### src/rtl/cu_mc_ext.sv
// Multicycle RV32I control unit: registered-output FSM with AUIPC, full branch set and a
// ready/valid data-memory wait. Define ILLEGAL_TRAP_EN to trap on illegal decode or memory timeout.
module cu_mc_ext #(
    parameter int                  ALU_OP_W    = 4,
    parameter logic [ALU_OP_W-1:0] ALU_ADD     = 4'b0000,
    parameter logic [ALU_OP_W-1:0] ALU_SUB     = 4'b1000,
    parameter int                  MEM_TIMEOUT = 0
) (
    input  logic                clk,
    input  logic                rst_n,
    input  logic                is_r,
    input  logic                is_imm,
    input  logic                is_lui,
    input  logic                is_auipc,
    input  logic                is_load,
    input  logic                is_store,
    input  logic                is_jal,
    input  logic                is_jalr,
    input  logic                is_branch,
    input  logic [2:0]          funct3,
    input  logic [ALU_OP_W-1:0] alu_op,
    input  logic [3:0]          fr,
    input  logic                mem_ready,
    output logic                pc_write,
    output logic                pc0_write,
    output logic                ir_write,
    output logic                reg_write,
    output logic                mem_req,
    output logic                mem_write,
    output logic                rs1_pc_s,
    output logic                rs2_imm_s,
    output logic [1:0]          w_data_s,
    output logic [1:0]          pc_s,
    output logic [ALU_OP_W-1:0] alu_op_o,
    output logic                instr_done,
    output logic                trap
);
    typedef enum logic [4:0] {
        IDLE, FETCH, DECODE, EXE_R, EXE_I, AUIPC_EX, WB_ALU, LUI_WB, ADDR,
        LD_WAIT, LD_WB, ST_WAIT, JAL, JALR, BR_CMP, BR_DO, TRAP
    } state_t;

    state_t st, nxt;
    logic any_type, taken, timeout, nop_done, done_q;
    logic nx_pc_write, nx_pc0_write, nx_ir_write, nx_reg_write, nx_mem_req, nx_mem_write;
    logic nx_rs1_pc_s, nx_rs2_imm_s, nx_done;
    logic [1:0] nx_w_data_s, nx_pc_s;
    logic [ALU_OP_W-1:0] nx_alu_op;

    assign any_type = is_r | is_imm | is_lui | is_auipc | is_load | is_store
                    | is_jal | is_jalr | is_branch;

    // fr = {ZF, SF, CF, OF}; flags come from the BR_CMP subtraction
    always_comb begin
        taken = 1'b0;
        case (funct3)
            3'b000:  taken = fr[3];
            3'b001:  taken = !fr[3];
            3'b100:  taken = fr[2] ^ fr[0];
            3'b101:  taken = !(fr[2] ^ fr[0]);
            3'b110:  taken = fr[1];
            3'b111:  taken = !fr[1];
            default: taken = 1'b0;
        endcase
    end

`ifdef ILLEGAL_TRAP_EN
    if (MEM_TIMEOUT > 0) begin : g_tmo
        localparam int CW = (MEM_TIMEOUT > 1) ? $clog2(MEM_TIMEOUT) : 1;
        logic [CW-1:0] wait_cnt;
        logic          in_wait;
        assign in_wait = (st == LD_WAIT) || (st == ST_WAIT);
        always_ff @(posedge clk or negedge rst_n) begin
            if (!rst_n)                     wait_cnt <= '0;
            else if (in_wait && !mem_ready) wait_cnt <= wait_cnt + 1'b1;
            else                            wait_cnt <= '0;
        end
        assign timeout = in_wait && !mem_ready && (wait_cnt == CW'(MEM_TIMEOUT - 1));
    end else begin : g_no_tmo
        assign timeout = 1'b0;
    end
    assign nop_done = 1'b0;

    always_ff @(posedge clk or negedge rst_n) begin
        if (!rst_n) trap <= 1'b0;
        else        trap <= (nxt == TRAP);
    end
`else
    assign timeout  = 1'b0;
    assign nop_done = (st == DECODE) && !any_type;
    assign trap     = 1'b0;
`endif

    always_ff @(posedge clk or negedge rst_n) begin
        if (!rst_n) st <= IDLE;
        else        st <= nxt;
    end

    always_comb begin
        nxt = st;
        case (st)
            IDLE:   nxt = FETCH;
            FETCH:  nxt = DECODE;
            DECODE: begin
                if (is_lui)                          nxt = LUI_WB;
                else if (is_jal)                     nxt = JAL;
                else if (is_auipc)                   nxt = AUIPC_EX;
                else if (is_r)                       nxt = EXE_R;
                else if (is_imm)                     nxt = EXE_I;
                else if (is_branch)                  nxt = BR_CMP;
                else if (is_load | is_store | is_jalr) nxt = ADDR;
`ifdef ILLEGAL_TRAP_EN
                else                                 nxt = TRAP;
`else
                else                                 nxt = FETCH;
`endif
            end
            EXE_R, EXE_I, AUIPC_EX: nxt = WB_ALU;
            ADDR: begin
                if (is_load)       nxt = LD_WAIT;
                else if (is_store) nxt = ST_WAIT;
                else if (is_jalr)  nxt = JALR;
                else               nxt = FETCH;
            end
            LD_WAIT: if (mem_ready) nxt = LD_WB; else if (timeout) nxt = TRAP;
            ST_WAIT: if (mem_ready) nxt = FETCH; else if (timeout) nxt = TRAP;
            BR_CMP:  nxt = BR_DO;
            WB_ALU, LUI_WB, LD_WB, JAL, JALR, BR_DO: nxt = FETCH;
            TRAP:    nxt = TRAP;
            default: nxt = IDLE;
        endcase
    end

    // Outputs are decoded from the state about to be entered; selects hold unless overwritten
    always_comb begin
        nx_pc_write  = 1'b0;
        nx_pc0_write = 1'b0;
        nx_ir_write  = 1'b0;
        nx_reg_write = 1'b0;
        nx_mem_req   = 1'b0;
        nx_mem_write = 1'b0;
        nx_done      = 1'b0;
        nx_rs1_pc_s  = rs1_pc_s;
        nx_rs2_imm_s = rs2_imm_s;
        nx_w_data_s  = w_data_s;
        nx_pc_s      = pc_s;
        nx_alu_op    = alu_op_o;
        case (nxt)
            FETCH:    begin nx_pc_write = 1'b1; nx_pc0_write = 1'b1; nx_ir_write = 1'b1; nx_pc_s = 2'b00; end
            EXE_R:    begin nx_alu_op = alu_op;  nx_rs1_pc_s = 1'b0; nx_rs2_imm_s = 1'b0; end
            EXE_I:    begin nx_alu_op = alu_op;  nx_rs1_pc_s = 1'b0; nx_rs2_imm_s = 1'b1; end
            AUIPC_EX: begin nx_alu_op = ALU_ADD; nx_rs1_pc_s = 1'b1; nx_rs2_imm_s = 1'b1; end
            ADDR:     begin nx_alu_op = ALU_ADD; nx_rs1_pc_s = 1'b0; nx_rs2_imm_s = 1'b1; end
            BR_CMP:   begin nx_alu_op = ALU_SUB; nx_rs1_pc_s = 1'b0; nx_rs2_imm_s = 1'b0; end
            WB_ALU:   begin nx_reg_write = 1'b1; nx_w_data_s = 2'b00; nx_done = 1'b1; end
            LUI_WB:   begin nx_reg_write = 1'b1; nx_w_data_s = 2'b01; nx_done = 1'b1; end
            LD_WB:    begin nx_reg_write = 1'b1; nx_w_data_s = 2'b10; nx_done = 1'b1; end
            LD_WAIT:  nx_mem_req = 1'b1;
            ST_WAIT:  begin nx_mem_req = 1'b1; nx_mem_write = 1'b1; end
            JAL:      begin nx_pc_write = 1'b1; nx_reg_write = 1'b1; nx_w_data_s = 2'b11; nx_pc_s = 2'b01; nx_done = 1'b1; end
            JALR:     begin nx_pc_write = 1'b1; nx_reg_write = 1'b1; nx_w_data_s = 2'b11; nx_pc_s = 2'b10; nx_done = 1'b1; end
            BR_DO:    begin nx_pc_write = taken; nx_pc_s = 2'b01; nx_done = 1'b1; end
            default:  ;
        endcase
    end

    always_ff @(posedge clk or negedge rst_n) begin
        if (!rst_n) begin
            pc_write  <= 1'b0; pc0_write <= 1'b0; ir_write  <= 1'b0; reg_write <= 1'b0;
            mem_req   <= 1'b0; mem_write <= 1'b0; rs1_pc_s  <= 1'b0; rs2_imm_s <= 1'b0;
            w_data_s  <= 2'b00; pc_s <= 2'b00; alu_op_o <= '0; done_q <= 1'b0;
        end else begin
            pc_write  <= nx_pc_write;  pc0_write <= nx_pc0_write;
            ir_write  <= nx_ir_write;  reg_write <= nx_reg_write;
            mem_req   <= nx_mem_req;   mem_write <= nx_mem_write;
            rs1_pc_s  <= nx_rs1_pc_s;  rs2_imm_s <= nx_rs2_imm_s;
            w_data_s  <= nx_w_data_s;  pc_s      <= nx_pc_s;
            alu_op_o  <= nx_alu_op;    done_q    <= nx_done;
        end
    end

    // Store completion and NOP retire are only known in the cycle itself
    assign instr_done = done_q | nop_done | ((st == ST_WAIT) && mem_ready);
endmodule

### config.mk
export PLATFORM = sky130hd
export DESIGN_NAME = cu_mc_ext
export DESIGN_NICKNAME = d
export VERILOG_FILES = /design/src/rtl/cu_mc_ext.sv
export SDC_FILE = /design/constraint.sdc
export NUM_CORES = 1
export LEC_CHECK = 0
export ABC_CLOCK_PERIOD_IN_PS = 2860
export BUFFER_PORTS_ARGS = -buffer_cell sky130_fd_sc_hd__buf_2
export CORE_MARGIN = 5
export CORE_UTILIZATION = 40
export CTS_BUF_LIST = sky130_fd_sc_hd__clkbuf_16
export DETAILED_ROUTE_END_ITERATION = 7
export PLACE_DENSITY = 0.68
export SLEW_MARGIN = 20
export SYNTH_ARGS = -nofsm -noshare
export SYNTH_HDL_FRONTEND = slang
export SYNTH_SLANG_ARGS = --single-unit
### constraint.sdc
create_clock -name clk -period 2.86 [get_ports clk]
set_input_delay 0.143 -clock clk [delete_from_list [all_inputs] [get_ports clk]]
set_output_delay 0.143 -clock clk [all_outputs]
set_load 0.02 [all_outputs]
Yosys cells after proc, flatten, opt, wreduce, memory -nomap -nowiden --
Index checks and enable logic that the tools add are counted.
Cells by class: reductions and logical operators 26, equal/unequal tests 35, bitwise logic cells 13, mux-type cells 25
Operators by type and width (count):
- equality test 5 x 4 -> 1 bit, second input constant | 16
- one-hot mux 5 bit (9 select lines) | 1
- equality test 5 x 3 -> 1 bit, second input constant | 8
- two-way mux 4 bit | 10
- equality test 5 x 2 -> 1 bit, second input constant | 3
- equality test 3 bit, second input constant | 4
- bitwise OR 1 bit | 12
- one-hot mux 4 bit (3 select lines) | 1
- OR reduction 2 bit | 6
- equality test 5 x 1 -> 1 bit, second input constant | 2
- two-way mux 5 bit | 2
- OR reduction 3 bit | 3
- one-hot mux 2 bit (4 select lines) | 1
- OR reduction 7 bit | 1
- one-hot mux 1 bit (2 select lines) | 3
- one-hot mux 1 bit (6 select lines) | 1
- one-hot mux 2 bit (3 select lines) | 1
- nonzero test 3 bit | 2
- OR reduction 6 bit | 1
- equality test 5 bit, second input constant | 1
- logical NOT 5 bit | 1
- two-way mux 1 bit | 5
- OR reduction 5 bit | 1
- logical NOT 1 bit | 4
- other kinds (7) | 9
Storage, ports and cells: word-level logic and storage cells 111, register bits after elaboration 21, output and inout port bits 18

Depth between registers and ports, before layout --
word-level depth 13, gate-level depth with buffers 9

Worst setup path before layout --
No wires, ideal clock.
path type register to register, start reg st[2], end reg alu_op_o[3], setup time 0.125 ns, period minus slack after synthesis 2.354 ns, stages on the path, launching flop included 10, path buffers 1, data arrival time 2.228 ns, path slack 0.506 ns, cell sequence dfrtp_1 buf_6 or3_1 a311oi_2 nor3_4 inv_4 nor2_1 mux2_4 a22oi_4 mux2_4
On the way: cells in the longest elaborated chain, start to end 6, elaborated cells between the ends (all ways) 31, those cells by class eq/ne (21); mux (4); reduce/logical (6)
Ends and longest elaborated chain:
- from (decl) | RTL line 43 | state_t st, nxt;
- from (signal assigned) | RTL line 96 | else st <= nxt;
- equality test 5 x 3 -> 1 bit, or another cell as far along | RTL line 101 | case (st)
- OR reduction 7 bit (no source line) or OR reduction 3 bit (tied branches)
- one-hot mux 5 bit (9 select lines) (*) | RTL line 101
- net nxt[2] | RTL line 43
- equality test 5 x 4 -> 1 bit, or another cell as far along | RTL line 148 | case (nxt)
- OR reduction 2 bit (no source line)
- one-hot mux 4 bit (3 select lines) or nonzero test 3 bit (tied branches)
- to (signal assigned) | RTL line 178 | alu_op_o <= nx_alu_op; done_q <= nx_done;
- to (decl) | RTL line 34 | output logic [ALU_OP_W-1:0] alu_op_o,
Mark *: on every way through the listed nets, which the timed path passes. The rest lies on a longest branch. A chain may end at the register's enable or synchronous reset.

Worst setup path in the final report --
start reg st[1], end reg pc_s[1]
On the way: cells in the longest elaborated chain, start to end 6, elaborated cells between the ends (all ways) 29, those cells by class eq/ne (20); mux (4); reduce/logical (5)
Ends and longest elaborated chain:
- equality test 5 x 3 -> 1 bit, or another cell as far along | RTL line 101
- OR reduction 7 bit (no source line) or OR reduction 3 bit (tied branches)
- one-hot mux 5 bit (9 select lines) (*) | RTL line 101
- net nxt[2] | RTL line 43
- equality test 5 x 4 -> 1 bit | RTL line 148
- OR reduction 2 bit (no source line)
- one-hot mux 2 bit (3 select lines) or nonzero test 3 bit (tied branches)
- to (signal assigned) | RTL line 177 | w_data_s <= nx_w_data_s; pc_s <= nx_pc_s;
- to (decl) | RTL line 33 | output logic [1:0] pc_s,
Marked as above.

==> qor.csv <==
stage,metric,value,unit
setup_path,cells along the critical path,or3b_1 > a31oi_4 > nor3_4 > inv_4 > or4b_4 > nand2_2 > nand2_2 > a31o_1,
die,row cnt,21,
setup_path,Crit-path slowest cell,dfrtp_1,
route,TritonRoute pass-1 iters,4,
placed_design,Final GP Congestion,0.941,
finish,Nets,218,
setup_path,Worst Path Max Fanout,15,
setup_path,WS Path Type,reg -> reg,
clock_network,Clock Tree Root,clkbuf_16,
grt,overall routing resource usage,0.152,
grt,most crowded layer after global routing,met2,
die,I/O pins,41,
synth,synth warn,0,
timing,Setup Viol. Count Final,0,
timing,Final Hold Fails,0,
setup_path,CP Capture Type,flip-flop,
run_status,status,"complete, no violations",
synth,Unique masters post-synth,59,
synth,Post-synth ARST share,1.00,
setup_path,Worst EP arrival,2.73,ns
setup_path,CP required,3.00,ns
clock_network,TritonCTS buffer count,3,
finish,n_diodes,0,
placed_design,Port Buffer Count,39,
grt,met1 GRT Util,0.187,
route,Vias/cell,5.52,
die,Starting Density,0.422,
timing,final period demand of the worst path,2.60,ns
clock_network,CTS tree,built,
synth,synthesized area per cell,9.41,µm²
timing,Fmax,385,MHz
clock_network,H-tree depth,1,
synth,#FFs+latches synth,21,
setup_path,Critical Path Max Stage Delay,0.61,ns
synth,area of the mapped netlist,1430,µm²
die,Die H,69.8,µm
die,Die Span X,69.8,µm
timing,final-report max-slew violation count,0,
grt,largest net degree at the start of global routing,22,
timing,Clock Skew,0.00177,ns
worst_hold_path,Hold Crit Class,in -> reg,
clock_network,Post-CTS Repair Setup Buffers,0,
run,max cap viols,0,
synth,sequential-to-total area share from yosys stat,0.367,
synth,Post-Synthesis Cells,152,
grt,initial antenna violation count,0,
grt,grt ovf,0,
timing,Slew HR,0.625,
clock_network,worst-case clock buffer depth,2,
route,Detail Route Antenna Nets,0,
setup_path,startpoint type of the worst setup path,flip-flop,
finish,"most common cell after layout, fill and taps aside",buf_2,
route,DRT Wirelength,3610,µm
grt,met3 Use GR,0.0333,
route,residual DRC count,0,
die,Core ar.,3390,µm²
synth,"EDFF count, synth",0,
grt,vias in the first global route,1364,
timing,Final Cycle Share,0.908,
clock_network,Worst-Skew Late Latency,0.25,ns
power,Pwr Density,1350,nW/µm²
clock_network,clk sinks,21,
setup_path,most frequent CP cell,nand2_2,
synth,ys flop type,dfrtp_1,
finish,"commonest cells after routing, fill and taps aside","39 x buf_2, 27 x nor2_1, 21 x dfrtp_1",
route,drt wl/cell,15.1,µm
clock_network,post-cts resize count,0,
grt,GR Util met2,0.257,
route,initial DRC count,129,
clock_network,hold_buf cts,1,
finish,area growth from synthesis to final layout,22.7,%
placed_design,DP HPWL,2850,µm
clock_network,Worst-path clk slew,0.06,ns
synth,Post-Synthesis Net Count,175,
timing,Worst Tran Pin Value,0.560,ns
timing,Min Hold Slack,0.232,ns
power,Max VDD drop,0.000772,V
power,leak pwr,0.844,nW
grt,first-pass GRT wire length,6130,µm
timing,RSZ-0062 raised after global routing,false,
die,Die ar.,4870,µm²
route,routed via count,1325,
finish,share of cells above drive strength 1,0.345,
timing,setup_tns,0,ns
==> sequential cells by signal, summed over array words and instances, names as in the netlist, 2 cells and up <==
name / cells
pc_s: 2
alu_op_o: 4
st: 5
w_data_s: 2
==> area by class of cell <==
type	count	area [µm²]
Clock buffer	3	75.1
Clock inverter	1	5.00
Fill cell	316	1630
Inverter	5	21.3
Multi-Input combinational cell	118	821
Sequential cell	21	526
Tap cell	46	57.6
Timing Repair Buffer	46	250
==> final timing paths <==
path,from,to,slack [ns],cells after the start
setup / recovery,st[1],pc_s[1],0.26,8
hold / removal,alu_op[0],alu_op_o[0],0.23,3
setup reg to reg,st[1],pc_s[1],0.26,8
hold reg to reg,alu_op_o[1],alu_op_o[1],0.48,1
max in group asynchronous,rst_n,st[1],2.17,2
min in group asynchronous,rst_n,alu_op_o[2],0.38,2
==> metal layers <==
| metal | vias to the layer above | wire (µm) | share of wire |
|---|---|---|---|
| li1 | 648 | - | - |
| met1 | 623 | 1550 | 0.43 |
| met2 | 46 | 1790 | 0.50 |
| met3 | 8 | 214 | 0.059 |
| met4 | 0 | 63 | 0.017 |
| met5 | - | 0 | 0 |
==> cells in the mapped netlist (3+ instances only) <==
library cell / n / share of area
inv_1: 3 / 0.0079
a21o_1: 5 / 0.026
nor2_1: 27 / 0.071
nor3_1: 6 / 0.021
and4_1: 3 / 0.018
buf_4: 4 / 0.021
a21oi_1: 7 / 0.024
nand2_1: 7 / 0.018
dfrtp_1: 21 / 0.37
xor2_1: 4 / 0.024
o21ai_0: 5 / 0.017
==> worst max-delay path, delay by kind of cell, from the launching register on <==
kind,cells,cell delay [ns]
compound gates,2,0.33
buf+inv,1,0.12
flops,1,0.61
simple gates,5,1.41
==> per-stage QoR <==
step                      power [mW]  instances  setup WS (ns)  utilization  cell area, µm²
after global routing            2.57        240          0.114        0.518            1760
final                           2.37        240          0.264        0.518            1760
after detailed placement        2.09        235          0.274        0.491            1670
after global placement          2.05        235          0.312        0.491            1670
after CTS                       2.39        240          0.247        0.518            1760
after floorplan                 1.74        152          0.506            -            1430
==> cells by family (layout without fill, tap and decap cells) <==
kind of cell	count (synthesis)	after routing	share of synthesized area
mux	4	4	0.0376
compound gates	43	43	0.239
flops	21	21	0.367
simple gates	66	66	0.270
other cells	1	1	0.00262
xor+xnor	4	4	0.0245
buf+inv	13	55	0.0586
==> power breakdown <==
group | internal, mW | total [mW] | leakage, nW | switching (mW)
registers | 0.417 | 0.536 | 0.271 | 0.119
logic | 0.654 | 1.55 | 0.532 | 0.897
clock network | 0.187 | 0.288 | 0.0409 | 0.100
total | 1.26 | 2.37 | 0.844 | 1.12
No activity file was read; power rests on OpenSTA's default activity.
